[src/rtl/lsu_pkg.sv]
// Shared constants, FSM state encoding and instruction decode for the lsu
// load/store stage. The macro LSU_MISALIGN_TRAP_EN makes misaligned halfword
// and word accesses take the fault path instead of proceeding.
package lsu_pkg;

  localparam logic [6:0] OP_LOAD  = 7'b0000011;
  localparam logic [6:0] OP_STORE = 7'b0100011;

  localparam logic [2:0] F3_LB  = 3'b000;
  localparam logic [2:0] F3_LH  = 3'b001;
  localparam logic [2:0] F3_LW  = 3'b010;
  localparam logic [2:0] F3_LBU = 3'b100;
  localparam logic [2:0] F3_LHU = 3'b101;
  localparam logic [2:0] F3_SB  = 3'b000;
  localparam logic [2:0] F3_SH  = 3'b001;
  localparam logic [2:0] F3_SW  = 3'b010;

`ifdef LSU_MISALIGN_TRAP_EN
  localparam bit MISALIGN_TRAP = 1'b1;
`else
  localparam bit MISALIGN_TRAP = 1'b0;
`endif

  typedef enum logic [1:0] {
    ST_IDLE = 2'd0,
    ST_REQ  = 2'd1,
    ST_RESP = 2'd2
  } state_t;

  // Classification of an accepted instruction.
  typedef struct packed {
    logic is_mem;    // goes to the memory port
    logic is_store;  // memory access is a write
    logic fault;     // answered immediately with a fault
  } dec_t;

  // Decide how an instruction is handled at accept time.
  function automatic dec_t decode(input logic [6:0] opcode,
                                  input logic [2:0] funct3,
                                  input logic [1:0] addr_lo);
    dec_t d;
    logic legal;
    logic misaligned;
    d     = '0;
    legal = 1'b0;
    // funct3[1:0] gives the access size for both loads and stores
    misaligned = ((funct3[1:0] == 2'b01) && addr_lo[0]) ||
                 ((funct3[1:0] == 2'b10) && (addr_lo != 2'b00));
    case (opcode)
      OP_LOAD:  legal = funct3 inside {F3_LB, F3_LH, F3_LW, F3_LBU, F3_LHU};
      OP_STORE: legal = funct3 inside {F3_SB, F3_SH, F3_SW};
      default:  legal = 1'b0;
    endcase
    if ((opcode == OP_LOAD) || (opcode == OP_STORE)) begin
      if (!legal || (MISALIGN_TRAP && misaligned)) begin
        d.fault = 1'b1;
      end else begin
        d.is_mem   = 1'b1;
        d.is_store = (opcode == OP_STORE);
      end
    end
    return d;
  endfunction

endpackage

[src/rtl/lsu_align.sv]
// Combinational byte-lane steering for stores (write strobes and replicated
// write data) and byte/halfword extraction with sign/zero extension for loads.
module lsu_align
  import lsu_pkg::*;
(
  input  logic [2:0]  i_funct3,
  input  logic [1:0]  i_addr_lo,
  input  logic [31:0] i_store_data,
  input  logic [31:0] i_rdata,
  output logic [3:0]  o_wstrb,
  output logic [31:0] o_wdata,
  output logic [31:0] o_load_data
);

  logic [7:0]  w_byte;
  logic [15:0] w_half;

  // Store lane enables and replicated data, chosen by access size.
  always_comb begin
    // NOTE: every output gets a default first so no path can infer a latch.
    o_wstrb = 4'b1111;
    o_wdata = i_store_data;
    case (i_funct3[1:0])
      2'b00: begin
        o_wstrb = 4'b0001 << i_addr_lo;
        o_wdata = {4{i_store_data[7:0]}};
      end
      2'b01: begin
        o_wstrb = 4'b0011 << {i_addr_lo[1], 1'b0};
        o_wdata = {2{i_store_data[15:0]}};
      end
      default: begin
        o_wstrb = 4'b1111;
        o_wdata = i_store_data;
      end
    endcase
  end

  // Pick the addressed byte/halfword out of the read word and extend it.
  always_comb begin
    w_byte = i_rdata[7:0];
    case (i_addr_lo)
      2'd0:    w_byte = i_rdata[7:0];
      2'd1:    w_byte = i_rdata[15:8];
      2'd2:    w_byte = i_rdata[23:16];
      default: w_byte = i_rdata[31:24];
    endcase
    // addr[0] is ignored for halfwords; the trap option catches it upstream
    w_half = i_addr_lo[1] ? i_rdata[31:16] : i_rdata[15:0];
    case (i_funct3)
      F3_LB:   o_load_data = {{24{w_byte[7]}}, w_byte};
      F3_LH:   o_load_data = {{16{w_half[15]}}, w_half};
      F3_LBU:  o_load_data = {24'h0, w_byte};
      F3_LHU:  o_load_data = {16'h0, w_half};
      default: o_load_data = i_rdata;
    endcase
  end

endmodule

[src/rtl/lsu.sv]
// RV32I load/store stage: accepts one instruction from the ALU stage, runs
// an optional req/ack data-memory access with a WAIT_LIMIT-cycle timeout,
// and hands a single result to writeback over valid/ready.
// Optional macro LSU_MISALIGN_TRAP_EN: misaligned halfword/word accesses
// fault without touching memory.
module lsu
  import lsu_pkg::*;
#(
  parameter int WAIT_LIMIT = 16
) (
  input  logic        clk,
  input  logic        rst,
  input  logic        in_valid,
  output logic        in_ready,
  input  logic [6:0]  opcode,
  input  logic [2:0]  funct3,
  input  logic [31:0] addr,
  input  logic [31:0] store_data,
  input  logic [4:0]  rd,
  output logic        out_valid,
  input  logic        out_ready,
  output logic [31:0] out_data,
  output logic [4:0]  out_rd,
  output logic        out_fault,
  output logic        mem_req,
  output logic        mem_we,
  output logic [31:0] mem_addr,
  output logic [3:0]  mem_wstrb,
  output logic [31:0] mem_wdata,
  input  logic        mem_ack,
  input  logic [31:0] mem_rdata
);

  localparam int CW = (WAIT_LIMIT > 1) ? $clog2(WAIT_LIMIT) : 1;
  localparam logic [CW-1:0] WAIT_LAST = CW'(WAIT_LIMIT - 1);

  state_t        r_state;
  state_t        w_next_state;
  logic          r_is_store;
  logic [2:0]    r_funct3;
  logic [31:0]   r_addr;
  logic [31:0]   r_store_data;
  logic [4:0]    r_rd;
  logic [CW-1:0] r_wait;
  logic [31:0]   r_out_data;
  logic [4:0]    r_out_rd;
  logic          r_out_fault;

  dec_t          w_dec;
  logic          w_accept;
  logic          w_timeout;
  logic [3:0]    w_wstrb;
  logic [31:0]   w_wdata;
  logic [31:0]   w_load_data;

  assign w_dec     = decode(opcode, funct3, addr[1:0]);
  assign w_accept  = in_valid && (r_state == ST_IDLE);
  assign w_timeout = (r_state == ST_REQ) && !mem_ack && (r_wait == WAIT_LAST);

  lsu_align u_align (
    .i_funct3     (r_funct3),
    .i_addr_lo    (r_addr[1:0]),
    .i_store_data (r_store_data),
    .i_rdata      (mem_rdata),
    .o_wstrb      (w_wstrb),
    .o_wdata      (w_wdata),
    .o_load_data  (w_load_data)
  );

  // State register.
  always_ff @(posedge clk) begin
    // NOTE: sequential state uses non-blocking assignments so every flop
    // samples pre-edge values regardless of block ordering.
    if (rst) r_state <= ST_IDLE;
    else     r_state <= w_next_state;
  end

  // Next-state logic and handshake/memory-port outputs.
  always_comb begin
    w_next_state = r_state;
    in_ready     = (r_state == ST_IDLE);
    out_valid    = (r_state == ST_RESP);
    mem_req      = (r_state == ST_REQ);
    mem_we       = 1'b0;
    mem_addr     = 32'h0;
    mem_wstrb    = 4'h0;
    mem_wdata    = 32'h0;
    case (r_state)
      ST_IDLE: begin
        if (w_accept) w_next_state = w_dec.is_mem ? ST_REQ : ST_RESP;
      end
      ST_REQ: begin
        mem_addr = {r_addr[31:2], 2'b00};
        if (r_is_store) begin
          mem_we    = 1'b1;
          mem_wstrb = w_wstrb;
          mem_wdata = w_wdata;
        end
        if (mem_ack || w_timeout) w_next_state = ST_RESP;
      end
      ST_RESP: begin
        if (out_ready) w_next_state = ST_IDLE;
      end
      default: w_next_state = ST_IDLE;
    endcase
  end

  // Latch the instruction on accept, count wait cycles, build the result.
  always_ff @(posedge clk) begin
    if (rst) begin
      r_is_store   <= 1'b0;
      r_funct3     <= 3'h0;
      r_addr       <= 32'h0;
      r_store_data <= 32'h0;
      r_rd         <= 5'h0;
      r_wait       <= '0;
      r_out_data   <= 32'h0;
      r_out_rd     <= 5'h0;
      r_out_fault  <= 1'b0;
    end else begin
      case (r_state)
        ST_IDLE: begin
          if (w_accept) begin
            r_is_store   <= w_dec.is_store;
            r_funct3     <= funct3;
            r_addr       <= addr;
            r_store_data <= store_data;
            r_rd         <= rd;
            r_wait       <= '0;
            if (!w_dec.is_mem) begin
              // pass-through and immediate faults both report addr
              r_out_data  <= addr;
              r_out_rd    <= w_dec.fault ? 5'h0 : rd;
              r_out_fault <= w_dec.fault;
            end
          end
        end
        ST_REQ: begin
          if (mem_ack) begin
            r_out_data  <= r_is_store ? 32'h0 : w_load_data;
            r_out_rd    <= r_is_store ? 5'h0 : r_rd;
            r_out_fault <= 1'b0;
          end else if (w_timeout) begin
            r_out_data  <= r_addr;
            r_out_rd    <= 5'h0;
            r_out_fault <= 1'b1;
          end else begin
            r_wait <= r_wait + 1'b1;
          end
        end
        default: ;
      endcase
    end
  end

  assign out_data  = r_out_data;
  assign out_rd    = r_out_rd;
  assign out_fault = r_out_fault;

endmodule

[config.mk]
export PLATFORM = sky130hd
export DESIGN_NAME = lsu
export DESIGN_NICKNAME = d
export VERILOG_FILES = /design/src/rtl/lsu_pkg.sv /design/src/rtl/lsu_align.sv /design/src/rtl/lsu.sv
export SDC_FILE = /design/constraint.sdc
export NUM_CORES = 1
export LEC_CHECK = 0
export BUFFER_PORTS_ARGS = -buffer_cell sky130_fd_sc_hd__buf_2
export CORE_ASPECT_RATIO = 2
export CORE_MARGIN = 1
export CORE_UTILIZATION = 54
export CTS_CLUSTER_SIZE = 24
export DETAILED_ROUTE_END_ITERATION = 10
export PLACE_DENSITY_LB_ADDON = 0.2
export SYNTH_ARGS = -nofsm -noshare
export SYNTH_HDL_FRONTEND = slang
export SYNTH_SLANG_ARGS = --single-unit
[constraint.sdc]
create_clock -name clk -period 3.1 [get_ports clk]
set_input_delay 0 -clock clk [delete_from_list [all_inputs] [get_ports clk]]
set_output_delay 0 -clock clk [all_outputs]
set_load 0.02 [all_outputs]
; ---- Word-level counts from Yosys, hierarchy flattened
; Index checks and enable logic that the tools add are counted.
[op_classes]
add_sub_neg = 1
eq_ne = 22
shifts = 2
mux = 43
n_reduce_logical = 18
[op_table]
columns = op, count
row1 = 32-bit 2-to-1 mux, 8
row2 = 32-bit case mux with 2 select lines, 2
row3 = 32-bit case mux with 4 select lines, 1
row4 = 5-bit 2-to-1 mux, 6
row5 = 8-bit case mux with 3 select lines, 1
row6 = 4-bit 2-to-1 mux, 5
row7 = 16-bit 2-to-1 mux, 1
row8 = 4-bit case mux with 2 select lines, 2
row9 = 3-bit equality test (second input constant), 4
row10 = 2-bit 2-to-1 mux, 5
row11 = 5-bit case mux with 2 select lines, 1
row12 = 4-bit AND reduction, 2
row13 = 7-bit by 2-bit equality test with 1-bit output (second input constant), 1
row14 = 7-bit by 6-bit equality test with 1-bit output (second input constant), 1
row15 = 1-bit 2-to-1 mux, 7
row16 = 2-bit by 1-bit equality test with 1-bit output (second input constant), 3
row17 = 3-bit by 1-bit equality test with 1-bit output (second input constant), 2
row18 = 2-bit zero test, 3
row19 = 3-bit zero test, 2
row20 = 2-bit by 1-bit != test with 1-bit output (second input constant), 3
row21 = 2-bit != test (second input constant), 3
row22 = 2-bit case mux with 3 select lines, 1
row23 = 5-bit nonzero test, 1
row24 = 4-bit by 1-bit adder with 4-bit output (second input constant), 1
row25 = 15 further kinds, 20
[totals]
regBits = 117
in_bits = 116
output_inout_bits = 110
wordCells = 96

; ---- Logic depth before layout (Yosys ltp)
[logic_depth]
depth_word = 9
ltp_mapped = 9
depth_no_buf = 6

; ---- Cells and area by module
; From an unflattened synthesis, not the netlist that was laid out.
[hier_totals]
cells_unflattened = 834
area_unflattened_um2 = 6377.4
[by_module_without_submodules]
columns = mod, n_inst, cells_per_inst, area_each_um2, seq_area_each_um2
row1 = lsu, 1, 654, 5213.8, 2342.2
row2 = lsu_align, 1, 180, 1163.6, 0.0

; ---- Worst setup path after synthesis
; Ideal clock, no wire load.
[synth_timing]
path_type = register to register
start = register r_wait[0]
end = register r_out_data[15], in the netlist out_data[15]
setup_time_ns = 0.132
arrival_ns = 1.635
t_required_ns = 2.968
setup_slack_ns = 1.333
stages_incl_launch_ff = 8
n_path_buf = 1
synth_period_minus_slack_ns = 1.767
path_cell_list = dfxtp_1 ha_1 nand3_1 a31oi_4 o221ai_4 buf_4 a2111oi_0 nor3_1
[synth_between]
elab_chain_cells = 4
[synth_rtl]
columns = element, line_no
row1 = from (decl), lsu.sv:44  ; logic [CW-1:0] r_wait;
row2 = from (signal assigned), lsu.sv:148  ; r_wait <= r_wait + 1'b1;
row3 = 4-bit equality test, lsu.sv:58  ; assign w_timeout = (r_state == ST_REQ) && !mem_ack && (r_wait == WAIT_LAST);
row4 = 1-bit logical AND, lsu.sv:58
row5 = 3-bit by 1-bit != test with 1-bit output (no line), -
row6 = 4-bit AND reduction (no line), -
row7 = to (signal assigned), lsu.sv:132  ; r_out_data <= addr;
row8 = to (signal assigned), lsu.sv:140  ; r_out_data <= r_is_store ? 32'h0 : w_load_data;
row9 = to (signal assigned), lsu.sv:144  ; r_out_data <= r_addr;
row10 = to (decl), lsu.sv:45  ; logic [31:0] r_out_data;
; No other way between the ends.
; A chain may end at the register's enable or synchronous reset.

; ---- Worst setup path in the final report
[layout_timing]
start = register r_state[0]
end = output port mem_wdata[29]
[layout_between]
elab_chain_cells = 2
[layout_rtl]
columns = element, line_no
row1 = from (decl), lsu.sv:37  ; state_t r_state;
row2 = from (signal assigned), lsu.sv:75  ; else r_state <= w_next_state;
row3 = 2-bit by 1-bit equality test with 1-bit output, lsu.sv:88  ; case (r_state)
row4 = 32-bit 2-to-1 mux, lsu.sv:88
row5 = to (decl), lsu.sv:29  ; output logic [31:0] mem_wdata,
; No other way between the ends.

==> flow_summary.toml <==
[logic_synthesis]
netlist_instances = 837
synth.yosys.warnings = 0
ys.flop_type = "dfxtp_1"
post_synth_main_area_contributors = "dfxtp_1 (37%), nand2_1 (10%), a21oi_1 (9.4%), nor2_1 (4.5%), and2_1 (3.1%)"
number_of_enable_flip_flop_cells_after_synthesis = 0
synth.yosys.seq_area_share_pct = 37.20
synth_cell_types = 55
ys_ff_latch = 117
synth_top_area_cell = "dfxtp_1"
yosys.area.top_type_share_pct = 37.20
synthesis.area_um2 = 6296
synth.avg_cell_area_um2 = 7.522
fraction_of_registers_with_async_set_or_reset_after_synthesis_pct = 0

[clock_network]
clkLatencyLatePin_ns = 0.42
cts_num_sinks = 117
cts-htree-levels = 4
clock_path_buffers = 2
clock_edge_transition_at_the_registers_on_the_reported_setup_and_hold_paths_ns = 0.05
cts.root.buffer_cell = "clkbuf_16"
cts_inserted_buffers = 17
cts_tree = "done"
post-cts-setup-buffer-count = 0

[setup_path]
timing_worst_setup_path_type = "reg2out"
required_ns = 3.10
r2r_end = "out_data[0]"
critical_path.startpoint_type = "flip-flop"
reg2reg_setup_slack_ns = 0.68
cp-end-kind = "output pin"
worst-path-max-fanout = 32
timing.reg2reg.worst_path_depth = 5
critical_path_arrival_ns = 2.75
crit-reg2reg-launch = "r_state[0]"

[drt]
pre_repair_dr_iteration_count = 5
drtAntennaViolNets = 0
route.detailed.wl_per_inst_um = 18.93
vias_per_cell = 5.911
post-route-drc-count = 0
via_count = 7377
drt-total-wl_um = 23620
detailedRoute.firstIterationViolations = 569

[job]
max_capacitance_violation_count = 0

[power]
power.combinational.fraction_pct = 17.5
power_density_nw_per_um2 = 499.1
p_leak_nw = 3.813
power.switching_fraction_pct = 29.83
power.share.clock_pct = 43.2
cellInternalPower_mw = 3.055
total_switching_power_mw = 1.299
ir_drop_mv = 0.4378
seq_power_share_pct = 39.2

[hold_path]
whs_endpoint = "out_data[18]"
timing.hold.worst_path_depth = 3
hold_path_class = "in2reg"
startpoint_of_the_worst_hold_path = "mem_rdata[18]"

[layout]
final_core_utilization_pct = 76.83
area_delta_synth_final_pct = 38.55
num-nets-final = 1209
fraction_of_final_layout_cells_with_drive_strength_greater_than_1_pct = 26.70

[status]
run_status = "completed"

[grt]
grt_start_max_net_pins = 78
vias_in_the_first_global_route = 7358
wire_length_of_the_first_global_routing_pass_um = 36250
grtUsageTotal_pct = 39.18
sum_of_overflow_across_all_layers_after_global_routing = 0
antenna_found_initial = 1

[sta]
max_freq_ghz = 0.3636
final-max-slew-violation-count = 0
report.final.setup_viol = 0
finalCritPeriodShare_pct = 88.73
holdWs_ns = 0.01215
final.setup_skew_ns = 0.008234
hold_viol_final = 0
timing.slew.headroom_pct = 30.20
period_minus_slack_ns = 2.751
tns_ns = 0
worst_pin_slew_ns = 1.039
unrepaired_setup_endpoints_after_global_routing = "no"

[floorplan]
initial_util_pct = 55.45
chip_height_um = 154.7
full_die_area_um2 = 12120
row_count = 55
io_pins = 226
fp.coreArea_um2 = 11350
die_w_um = 78.35

[place]
port_buffers = 223
hpwl_um = 15300
gp_congestion = 0.9176
cell type report:
class	count	area, um^2
Clock buffer	19	442.9
Multi-Input combinational cell	625	3516
Inverter	15	57.56
Antenna cell	1	2.502
Sequential cell	117	2344
Timing Repair Buffer	316	2057
Tap cell	142	177.7
Fill cell	880	2631
Clock inverter	13	126.4
per-stage QoR:
| step | setup slack (ns) | total power, mW | cell area [um^2] | std cells |
|---|---|---|---|---|
| 6_report | 0.3494 | 4.354 | 8723 | 1248 |
| 5_1_grt | 0.1567 | 4.490 | 8723 | 1248 |
| 3_5_place_dp | 0.7737 | 2.397 | 7341 | 1134 |
| 2_1_floorplan | 1.333 | 2.144 | 6300 | 838 |
| 3_3_place_gp | 0.8491 | 2.384 | 7341 | 1134 |
| 4_1_cts | 0.4202 | 4.329 | 8721 | 1247 |
critical path, stage by stage, from the launching register on:
cell	delay [ns]
dfxtp_1	0.56
nand2b_1	0.23
clkinv_2	0.35
nand2_1	0.63
nor2_1	0.33
buf_2	0.22
cells by family after synthesis:
| kind of cell | share of synthesized area (%) |
|---|---|
| multiplexers | 3.279 |
| AND/OR/NAND/NOR | 25.22 |
| flip-flops | 37.20 |
| XOR/XNOR | 0.2783 |
| other | 0.05956 |
| buffers and inverters | 7.075 |
| adder cells (fa/ha/maj) | 0.1987 |
| AO/OA/AOI/OAI | 26.69 |
flip-flops by register name (all words and copies together), names as in the netlist, 2 cells and up:
| name | cells |
|---|---|
| r_funct3 | 3 |
| r_rd | 5 |
| r_wait | 4 |
| out_rd | 5 |
| r_addr | 32 |
| r_state | 2 |
| out_data | 32 |
| r_store_data | 32 |
routing by layer:
| metal | part of all wire [%] | wire, um | up-vias | GRT usage (%) |
|---|---|---|---|---|
| met1 | 33 | 7840 | 3410 | 37.06 |
| met3 | 6.3 | 1495 | 145 | 8.083 |
| met2 | 51 | 12140 | 415 | 69.76 |
| met4 | 9.1 | 2151 | 0 | 34.13 |
| li1 | - | - | 3407 | - |
| met5 | 0 | 0 | - | 0 |
power by group through the flow:
stage               clock network, mW  logic, mW  registers [mW]
floorplan                           0      0.394            1.75
global placement                    0      0.655            1.73
detailed placement                  0      0.664            1.73
CTS                              1.88      0.746            1.70
global route                     1.95      0.826            1.72
finish                           1.88      0.763            1.71
how the worst max path moves through the flow:
| stage | startpoint | endpoint | cells past startpoint |
|---|---|---|---|
| after floorplan | r_wait[0] | out_data[15] | 7 |
| after global placement | r_state[0] | out_data[0] | 5 |
| after detailed placement | r_state[0] | out_data[3] | 5 |
| after CTS | r_state[0] | mem_wdata[13] | 5 |
| after global routing | r_state[0] | mem_wdata[29] | 5 |
| final | r_state[0] | mem_wdata[29] | 5 |
cell usage in the layout (no fill, tap or decap), drive strengths merged, types with 7 or more instances in the layout:
cell / n
a2111oi: 10
o21ai: 31
nor3: 21
clkinv: 7
nor2b: 11
dfxtp: 117
nor2: 76
inv: 16
and2: 31
nand2: 177
o21bai: 21
o221ai: 8
clkbuf: 19
mux2i: 18
a31oi: 14
and3: 17
buf: 235
a21oi: 119
a211oi: 7
a311oi: 23
dlygate4sd3: 81
cell usage after synthesis, drive strengths merged, types with 4 or more instances:
cell type,count
nand2,177
a21oi,119
dfxtp,117
nor2,76
clkbuf,44
buf,37
and2,31
o21ai,31
a311oi,23
nor3,21
o21bai,21
mux2i,18
and3,17
a31oi,14
inv,14
nor2b,11
a2111oi,10
o221ai,8
a211oi,7
a221oi,6
and3b,6
nand3,4
what timing repair did:
| action | 4_1_cts | 5_1_grt |
|---|---|---|
| gates resized for setup | 0 | 0 |
| hold buffers | 81 | 0 |
| hold endpoints to repair | 96 | 0 |
No activity file was read; power rests on OpenSTA's default activity.
